===== src/rtl/dram_fifo64_ctrl_if.sv =====
// Bus bundle between the FIFO controller, its user and the external 64x1 distributed RAM.
interface dram_fifo64_ctrl_if #(
  parameter int unsigned DATA_W = 8
);
  localparam int unsigned PTR_W = 6;
  localparam int unsigned LVL_W = 7;

  // user side
  logic              wr_en;
  logic [DATA_W-1:0] wr_data;
  logic              rd_en;
  logic [DATA_W-1:0] rd_data;
  logic              full;
  logic              empty;
  logic              almost_full;
  logic [LVL_W-1:0]  level;
  logic              ovf;
  logic              udf;
  logic              clr_err;

  // RAM side
  logic              ram_we;
  logic [PTR_W-1:0]  ram_a;
  logic [PTR_W-1:0]  ram_dpra;
  logic [DATA_W-1:0] ram_d;
  logic [DATA_W-1:0] ram_dpo;

  modport slave (
    input  wr_en, wr_data, rd_en, clr_err, ram_dpo,
    output rd_data, full, empty, almost_full, level, ovf, udf,
           ram_we, ram_a, ram_dpra, ram_d
  );

  modport master (
    output wr_en, wr_data, rd_en, clr_err, ram_dpo,
    input  rd_data, full, empty, almost_full, level, ovf, udf,
           ram_we, ram_a, ram_dpra, ram_d
  );
endinterface


===== src/rtl/dram_fifo64_ctrl.sv =====
// 64-deep first-word-fall-through FIFO controller; all storage lives in an
// external 64xDATA_W dual-port distributed RAM, this block only keeps pointers,
// occupancy and flags.
module dram_fifo64_ctrl #(
  parameter int unsigned DATA_W    = 8,
  parameter int unsigned AF_THRESH = 48
) (
  input logic                  clk,
  input logic                  rst,
  dram_fifo64_ctrl_if.slave    bus
);
  localparam int unsigned PTR_W = 6;
  localparam int unsigned LVL_W = 7;
  localparam int unsigned DEPTH = 64;

  logic [PTR_W-1:0] wptr, wptr_nx;
  logic [PTR_W-1:0] rptr, rptr_nx;
  logic [LVL_W-1:0] level, level_nx;
  logic             full, full_nx;
  logic             empty, empty_nx;
  logic             af, af_nx;
  logic             ovf, ovf_nx;
  logic             udf, udf_nx;
  logic             wr_ok;
  logic             rd_ok;

  // Accept decisions use the current registered flags; nothing is accepted while in reset.
  assign wr_ok = bus.wr_en & ~full  & ~rst;
  assign rd_ok = bus.rd_en & ~empty & ~rst;

  // RAM hookup: write port driven straight from the request, read data falls through.
  assign bus.ram_we   = wr_ok;
  assign bus.ram_d    = DATA_W'(bus.wr_data);
  assign bus.ram_a    = wptr;
  assign bus.ram_dpra = rptr;
  assign bus.rd_data  = DATA_W'(bus.ram_dpo);

  assign bus.level       = level;
  assign bus.full        = full;
  assign bus.empty       = empty;
  assign bus.almost_full = af;
  assign bus.ovf         = ovf;
  assign bus.udf         = udf;

  // Next-state: pointers, occupancy, flags derived from the post-edge level, sticky errors.
  always_comb begin
    wptr_nx  = wptr;
    rptr_nx  = rptr;
    level_nx = level;
    ovf_nx   = ovf;
    udf_nx   = udf;

    if (wr_ok) wptr_nx = wptr + PTR_W'(1);
    if (rd_ok) rptr_nx = rptr + PTR_W'(1);

    if (wr_ok && !rd_ok)      level_nx = level + LVL_W'(1);
    else if (rd_ok && !wr_ok) level_nx = level - LVL_W'(1);

    full_nx  = (level_nx == LVL_W'(DEPTH));
    empty_nx = (level_nx == LVL_W'(0));
    af_nx    = (level_nx >= LVL_W'(AF_THRESH));

    // a set condition on the same edge beats a clear request
    if (bus.wr_en && full)   ovf_nx = 1'b1;
    else if (bus.clr_err)    ovf_nx = 1'b0;
    if (bus.rd_en && empty)  udf_nx = 1'b1;
    else if (bus.clr_err)    udf_nx = 1'b0;
  end

  // State registers with asynchronous reset to the empty queue.
  always_ff @(posedge clk or posedge rst) begin
    if (rst) begin
      wptr  <= '0;
      rptr  <= '0;
      level <= '0;
      full  <= 1'b0;
      empty <= 1'b1;
      af    <= 1'b0;
      ovf   <= 1'b0;
      udf   <= 1'b0;
    end else begin
      wptr  <= wptr_nx;
      rptr  <= rptr_nx;
      level <= level_nx;
      full  <= full_nx;
      empty <= empty_nx;
      af    <= af_nx;
      ovf   <= ovf_nx;
      udf   <= udf_nx;
    end
  end
endmodule


===== src/flat_wrapper.sv =====
// flat-port wrapper written by rule: the top's interface ports become plain ports
module dram_fifo64_ctrl_flat 
#(
  parameter int unsigned DATA_W    = 8,
  parameter int unsigned AF_THRESH = 48
)
  (clk, rst, bus_wr_en, bus_wr_data, bus_rd_en, bus_clr_err, bus_ram_dpo, bus_rd_data, bus_full, bus_empty, bus_almost_full, bus_level, bus_ovf, bus_udf, bus_ram_we, bus_ram_a, bus_ram_dpra, bus_ram_d);
  dram_fifo64_ctrl_if #(.DATA_W(DATA_W)) bus_i ();
  input logic clk;
  input logic rst;
  input wire logic [$bits(bus_i.wr_en)-1:0] bus_wr_en;
  input wire logic [$bits(bus_i.wr_data)-1:0] bus_wr_data;
  input wire logic [$bits(bus_i.rd_en)-1:0] bus_rd_en;
  input wire logic [$bits(bus_i.clr_err)-1:0] bus_clr_err;
  input wire logic [$bits(bus_i.ram_dpo)-1:0] bus_ram_dpo;
  output wire logic [$bits(bus_i.rd_data)-1:0] bus_rd_data;
  output wire logic [$bits(bus_i.full)-1:0] bus_full;
  output wire logic [$bits(bus_i.empty)-1:0] bus_empty;
  output wire logic [$bits(bus_i.almost_full)-1:0] bus_almost_full;
  output wire logic [$bits(bus_i.level)-1:0] bus_level;
  output wire logic [$bits(bus_i.ovf)-1:0] bus_ovf;
  output wire logic [$bits(bus_i.udf)-1:0] bus_udf;
  output wire logic [$bits(bus_i.ram_we)-1:0] bus_ram_we;
  output wire logic [$bits(bus_i.ram_a)-1:0] bus_ram_a;
  output wire logic [$bits(bus_i.ram_dpra)-1:0] bus_ram_dpra;
  output wire logic [$bits(bus_i.ram_d)-1:0] bus_ram_d;
  assign bus_i.wr_en = bus_wr_en;
  assign bus_i.wr_data = bus_wr_data;
  assign bus_i.rd_en = bus_rd_en;
  assign bus_i.clr_err = bus_clr_err;
  assign bus_i.ram_dpo = bus_ram_dpo;
  assign bus_rd_data = bus_i.rd_data;
  assign bus_full = bus_i.full;
  assign bus_empty = bus_i.empty;
  assign bus_almost_full = bus_i.almost_full;
  assign bus_level = bus_i.level;
  assign bus_ovf = bus_i.ovf;
  assign bus_udf = bus_i.udf;
  assign bus_ram_we = bus_i.ram_we;
  assign bus_ram_a = bus_i.ram_a;
  assign bus_ram_dpra = bus_i.ram_dpra;
  assign bus_ram_d = bus_i.ram_d;
  dram_fifo64_ctrl #(.DATA_W(DATA_W), .AF_THRESH(AF_THRESH)) u_core (.clk(clk), .rst(rst), .bus(bus_i));
endmodule

===== config.mk =====
export PLATFORM = sky130hd
export DESIGN_NAME = dram_fifo64_ctrl_flat
export DESIGN_NICKNAME = d
export VERILOG_FILES = /design/src/rtl/dram_fifo64_ctrl_if.sv /design/src/rtl/dram_fifo64_ctrl.sv /design/src/flat_wrapper.sv
export SDC_FILE = /design/constraint.sdc
export NUM_CORES = 1
export LEC_CHECK = 0
export ABC_AREA = 1
export CAP_MARGIN = 20
export CORE_ASPECT_RATIO = 0.7
export CORE_UTILIZATION = 47
export CTS_BUF_LIST = sky130_fd_sc_hd__clkbuf_8
export DETAILED_ROUTE_END_ITERATION = 7
export PLACE_DENSITY = 0.87
export SYNTH_ARGS = -nofsm -noshare
export SYNTH_HDL_FRONTEND = slang
export SYNTH_SLANG_ARGS = --single-unit

===== constraint.sdc =====
create_clock -name clk -period 2.3 [get_ports clk]
set_input_delay 0.69 -clock clk [delete_from_list [all_inputs] [get_ports clk]]
set_output_delay 0.69 -clock clk [all_outputs]
set_load 0.03 [all_outputs]

; Word level (Yosys, flattened, before mapping)
; Index checks and enable logic that the tools add are counted.
[classes]
eq_ne = 1
add_sub_neg = 4
order_cmp = 1
n_bitwise = 7
mul = 0
n_mux = 5
n_reduce_logical = 9
div = 0
shifts = 0
[ops]
columns = op, count
row1 = 2-to-1 mux 7 bit, 2
row2 = "adder 6 x 1 -> 6 bit, second input constant", 2
row3 = "adder 7 x 1 -> 7 bit, second input constant", 1
row4 = "== test 7 bit, second input constant", 1
row5 = "greater-or-equal comparator 7 x 6 -> 1 bit, second input constant", 1
row6 = zero test 7 bit, 1
row7 = "subtractor 7 x 1 -> 7 bit, second input constant", 1
row8 = bitwise AND 1 bit, 4
row9 = logical AND 1 bit, 4
row10 = nonzero test 2 bit, 2
row11 = 2-to-1 mux 1 bit, 3
row12 = NOT 1 bit, 3
row13 = zero test 1 bit, 2
[word_totals]
romBits = 0
output_inout_bits = 41
ram_bits = 0
word_cells = 35
memories = 0
inputBits = 21
latchBits = 0
reg_bits = 24

; Logic depth before layout (Yosys ltp)
[depth]
depth_word = 8
depth_mapped = 11
ltp_nobuf = 11

; Least setup slack after synthesis
; OpenSTA, ideal clock, no wires.
[synth_path]
path_kind = input port to flip-flop
start = input rst
end = register u_core.full, in the netlist u_core.bus.full
path_buffers = 0
path_stages = 10
required_ns = 2.183
arrival_ns = 1.652
slack_ns = 0.531
setup_time_ns = 0.117
cell_sequence = inv_4 -> nand3_4 -> nor2_4 -> nand3_2 -> nand2_1 -> nand2_1 -> nand2_2 -> inv_2 -> nand2_1 -> nor2_1
[synth_between]
elab_chain_cells = 7
elab_cells_between_ends = 10
cone_classes = 1 x eq/ne / 2 x mux / 3 x bitwise / 4 x reduce/logical
[synth_rtl]
columns = item, line
row1 = start: declaration, flat_wrapper.sv:10  ; input logic rst;
row2 = NOT 1 bit (*), "dram_fifo64_ctrl.sv:28, dram_fifo64_ctrl.sv:29"
row3 = bitwise AND 1 bit, dram_fifo64_ctrl.sv:28  ; assign wr_ok = bus.wr_en & ~full & ~rst;
row4 = zero test 1 bit, dram_fifo64_ctrl.sv:57  ; else if (rd_ok && !wr_ok) level_nx = level - LVL_W'(1);
row5 = logical AND 1 bit, dram_fifo64_ctrl.sv:57
row6 = 2-to-1 mux 7 bit, dram_fifo64_ctrl.sv:57
row7 = 2-to-1 mux 7 bit (*), dram_fifo64_ctrl.sv:56  ; if (wr_ok && !rd_ok) level_nx = level + LVL_W'(1);
row8 = via u_core.level_nx[6], dram_fifo64_ctrl.sv:18  ; logic [LVL_W-1:0] level, level_nx;
row9 = == test 7 bit (*), dram_fifo64_ctrl.sv:59  ; full_nx = (level_nx == LVL_W'(DEPTH));
row10 = via u_core.full_nx, dram_fifo64_ctrl.sv:19  ; logic full, full_nx;
row11 = end signal: assignment, dram_fifo64_ctrl.sv:85  ; full <= full_nx;
row12 = end: declaration, dram_fifo64_ctrl.sv:19
; Mark *: on every way through the listed nets, which the timed path passes. The rest lies on a longest branch.
; A chain may end at the register's enable or synchronous reset.

; Worst setup path after layout
[layout_path]
start = input bus_wr_en
end = output bus_ram_we
[layout_between]
elab_chain_cells = 2
[layout_rtl]
columns = item, line
row1 = start: declaration, flat_wrapper.sv:11  ; input wire logic [$bits(bus_i.wr_en)-1:0] bus_wr_en;
row2 = bitwise AND 1 bit (2 in a row), dram_fifo64_ctrl.sv:28
row3 = end: declaration, flat_wrapper.sv:23  ; output wire logic [$bits(bus_i.ram_we)-1:0] bus_ram_we;
; Every way passes these cells.

==> results.py <==
metrics = {
    "run_status": {
        "run_status": "complete, no violations",
    },
    "worst_setup_path": {
        "worst_path_max_delay_cell": "sky130_fd_sc_hd__clkdlybuf4s50_1",
        "worst_ep_required_time_ns": 1.61,
        "r2r.worst_path.cells": 10,
        "startpoint_type": "primary input",
        "critPathTopFamily": "buffers and inverters",
        "crit_arrival_ns": 1.58,
        "cp_num_cells": 4,
        "worstSetupEndpointType": "output port",
        "critical_path.max_stage_delay_ns": 0.50,
        "path_buf_inv": 2,
        "path_class": "primary input to output port",
        "cp_cell_sequence": "clkdlybuf4s50_1 -> nand2_1 -> nor2_4 -> buf_4",
        "worstPathMaxFanout": 2,
    },
    "floorplanning": {
        "design.portCount": 62,
        "floorplan.core_area_sq_um": 2883,
        "die-height_um": 48.70,
        "fp.dieW_um": 68.71,
        "core.rowCount": 16,
        "die_footprint_sq_um": 3346,
        "start_util": 0.5078,
    },
    "detailed_routing": {
        "routed_wire_length_per_instance_um": 11.77,
        "wirelength_um": 2706,
        "route.detailed.vias_per_inst": 4.717,
        "first_iter_violations": 59,
        "detail_route.drc_violations": 0,
        "final_antenna_net_count": 0,
        "dr_total_vias": 1085,
        "firstDrtPassIters": 4,
    },
    "logic_synthesis": {
        "netlist.area_leader.share": 0.3932,
        "avgSynthCellArea_sq_um": 8.561,
        "synth.lib_cells_used.distinct": 25,
        "post_synth_main_area_contributors": "sky130_fd_sc_hd__dfrtp_1 (39%), sky130_fd_sc_hd__nand2_1 (10%), sky130_fd_sc_hd__buf_4 (8.2%), sky130_fd_sc_hd__nand3_1 (5.1%), sky130_fd_sc_hd__inv_1 (4.9%)",
        "synth.ff_latch_count": 24,
        "synthesized_nets": 196,
        "count_of_mapped_cells_out_of_synthesis": 171,
        "yosysTopAreaCell": "sky130_fd_sc_hd__dfrtp_1",
        "synth.yosys.warnings": 0,
        "register_area_share_after_synthesis": 0.4111,
        "synth_area_sq_um": 1464,
    },
    "grt": {
        "globalRoute.totalOverflow": 0,
        "globalRouteMet1Util": 0.2636,
        "grt.met3_usage": 0.06604,
        "grt_start_max_net_pins": 14,
        "grt.total_usage": 0.1854,
        "grt_antenna_before_repair": 0,
        "grt_use_met2": 0.2794,
        "grt_pass1_wl_um": 4554,
        "first_global_vias": 964,
        "layer_with_the_highest_usage": "met2",
    },
    "placed_design": {
        "place.gp.congestion": 0.7614,
        "detailedPlacementHpwl_um": 2194,
        "number_of_port_buffers": 29,
        "placement_stage_cell_area_sq_um": 1718,
    },
    "timing": {
        "final_hold_fails": 0,
        "slew_viol_final": 0,
        "rsz0062_at_grt": "no",
        "setup-violations-final": 0,
        "maxSlewHeadroom": 0.7599,
        "final_worst_path_cycle_share": 0.9890,
        "timing_worst_slew_pin_value_ns": 0.3575,
        "fin_worst_skew_ns": 0.006895,
        "fin_tns_setup_ns": 0,
        "clock.fmax_mhz": 439.6,
        "finalCriticalPeriod_ns": 2.275,
        "hold_ws_ns": 0.4738,
    },
    "clocking": {
        "cts_hold_buf": 0,
        "clock_tree.root_cell": "sky130_fd_sc_hd__clkbuf_8",
        "number_of_clock_sinks": 24,
        "clock_latency_ns": 0.27,
        "cts_buffers": 3,
        "clkSlewWorstSetupHoldPaths_ns": 0.08,
        "post-cts-setup-buffer-count": 0,
        "cts_htree_levels": 1,
        "cts_resized": 0,
        "clock_tree.buffer_depth": 2,
        "cts_tree": "done",
    },
    "flow_run": {
        "drv.max_cap_violation_count": 0,
    },
    "hold_path": {
        "worst_hold_path_type": "flop to flop",
        "timing.hold.worst_path_depth": 1,
    },
    "pwr": {
        "vdd.ir_drop.worst_mv": 0.6545,
        "post-layout-total-power_mw": 2.234,
        "leakagePower_nw": 0.8621,
        "cellPowerDensity_nw_per_um2": 1267,
    },
    "cells_and_area": {
        "area_growth_pct": 20.43,
        "layout_cells_sized_above_1": 0.1856,
        "final_nets": 220,
        "finish.instance_area_sq_um": 1763,
        "antenna_cells_inserted": 0,
    },
}
## per-layer routing
layer	wire (um)	share of wire	vias up
met4	7	0.0026	0
met3	138	0.051	2
met1	1332	0.49	499
met2	1227	0.45	27
li1	-	-	557
met5	0	0	-
## final timing paths
path / startpoint / end / slack (ns)
worst max-delay path: bus_wr_en / bus_ram_we / 0.03
worst min-delay path: u_core.bus.ram_a[5] / u_core.bus.ram_a[5] / 0.47
worst max register to register: u_core.bus.level[0] / u_core.bus.empty / 0.48
worst min register to register: u_core.bus.ram_a[5] / u_core.bus.ram_a[5] / 0.47
max in group asynchronous: rst / u_core.bus.empty / 1.12
min in group asynchronous: rst / u_core.bus.level[2] / 0.95
## worst register-to-register path, cell delays in order (launching register included)
cell,delay (ns)
sky130_fd_sc_hd__dfrtp_1,0.45
sky130_fd_sc_hd__inv_1,0.13
sky130_fd_sc_hd__ha_1,0.19
sky130_fd_sc_hd__inv_1,0.05
sky130_fd_sc_hd__nor3_1,0.29
sky130_fd_sc_hd__nand3_1,0.20
sky130_fd_sc_hd__nand3_2,0.10
sky130_fd_sc_hd__nand2_2,0.07
sky130_fd_sc_hd__a21oi_2,0.12
sky130_fd_sc_hd__nand2_1,0.07
sky130_fd_sc_hd__nor2_1,0.09
## cell type report
class	instances	area (sq um)
clock buffer	3	41.29
clock inverter	1	3.754
fill	267	1120
inverter	22	85.08
multi-input combinational	108	645.6
sequential	24	601.8
tap	36	45.04
timing repair buffer	36	340.3
## power by group
part           internal [mW]  leakage [nW]  total (mW)  switching, mW
Clock                  0.119        0.0269       0.245          0.126
Sequential             0.586         0.300       0.787          0.200
Combinational          0.501         0.535        1.20          0.702
## layout by cell type, fill, tap and decap left out
master | netlist | routed
sky130_fd_sc_hd__clkdlybuf4s50_1 | 0 | 28
sky130_fd_sc_hd__nand2_1 | 40 | 40
sky130_fd_sc_hd__nand2_4 | 2 | 2
sky130_fd_sc_hd__o21ai_0 | 2 | 2
sky130_fd_sc_hd__o21ai_2 | 1 | 1
sky130_fd_sc_hd__dfrtp_1 | 23 | 23
sky130_fd_sc_hd__clkbuf_8 | 0 | 3
sky130_fd_sc_hd__or2_2 | 1 | 1
sky130_fd_sc_hd__inv_2 | 2 | 2
sky130_fd_sc_hd__xnor2_1 | 6 | 6
sky130_fd_sc_hd__nor2_4 | 4 | 4
sky130_fd_sc_hd__ha_1 | 4 | 4
sky130_fd_sc_hd__nand3b_1 | 1 | 1
sky130_fd_sc_hd__inv_1 | 19 | 20
sky130_fd_sc_hd__xor2_1 | 5 | 5
sky130_fd_sc_hd__a21oi_1 | 2 | 2
sky130_fd_sc_hd__a21oi_2 | 1 | 1
sky130_fd_sc_hd__nand3_2 | 3 | 3
sky130_fd_sc_hd__nand2_2 | 7 | 7
sky130_fd_sc_hd__nor3_1 | 1 | 1
sky130_fd_sc_hd__nand3_1 | 15 | 15
sky130_fd_sc_hd__nor2_1 | 11 | 11
sky130_fd_sc_hd__buf_4 | 16 | 8
sky130_fd_sc_hd__inv_4 | 1 | 1
sky130_fd_sc_hd__nand3_4 | 2 | 2
sky130_fd_sc_hd__dfstp_2 | 1 | 1
## synthesized netlist by cell type
master	number
sky130_fd_sc_hd__nor3_1	1
sky130_fd_sc_hd__inv_2	2
sky130_fd_sc_hd__nand2_4	2
sky130_fd_sc_hd__dfstp_2	1
sky130_fd_sc_hd__ha_1	4
sky130_fd_sc_hd__buf_6	1
sky130_fd_sc_hd__nor2_4	4
sky130_fd_sc_hd__nand2_1	40
sky130_fd_sc_hd__buf_4	16
sky130_fd_sc_hd__xnor2_1	6
sky130_fd_sc_hd__o21ai_2	1
sky130_fd_sc_hd__a21oi_2	1
sky130_fd_sc_hd__nand3_4	2
sky130_fd_sc_hd__inv_1	19
sky130_fd_sc_hd__xor2_1	5
sky130_fd_sc_hd__a21oi_1	2
sky130_fd_sc_hd__nand2_2	7
sky130_fd_sc_hd__nand3b_1	1
sky130_fd_sc_hd__dfrtp_1	23
sky130_fd_sc_hd__nand3_2	3
sky130_fd_sc_hd__nand3_1	15
sky130_fd_sc_hd__inv_4	1
sky130_fd_sc_hd__nor2_1	11
sky130_fd_sc_hd__o21ai_0	2
sky130_fd_sc_hd__or2_2	1
## stage by stage
stage                 util  setup WS [ns]  instances
floorplan                -         0.5310        171
global placement    0.5959        0.03482        226
detailed placement  0.5959       0.001896        226
CTS                 0.6115        0.02961        230
global route        0.6115       0.005704        230
finish              0.6115        0.02539        230
## cell families (layout without fill, tap and decap cells)
kind of cell / after synthesis / after routing / share of synthesized area
buf+inv: 39 / 62 / 0.1479
compound gates: 6 / 6 / 0.02564
fa+ha+maj: 4 / 4 / 0.03419
xor+xnor: 11 / 11 / 0.06581
flops: 24 / 24 / 0.4111
simple gates: 87 / 87 / 0.3154
## sequential cells by signal, indices dropped and copies added, names as in the netlist
register / count
u_core.bus.almost_full: 1
u_core.bus.empty: 1
u_core.bus.full: 1
u_core.bus.level: 7
u_core.bus.ovf: 1
u_core.bus.ram_a: 6
u_core.bus.ram_dpra: 6
u_core.bus.udf: 1
(Power assumes the default switching activity.)
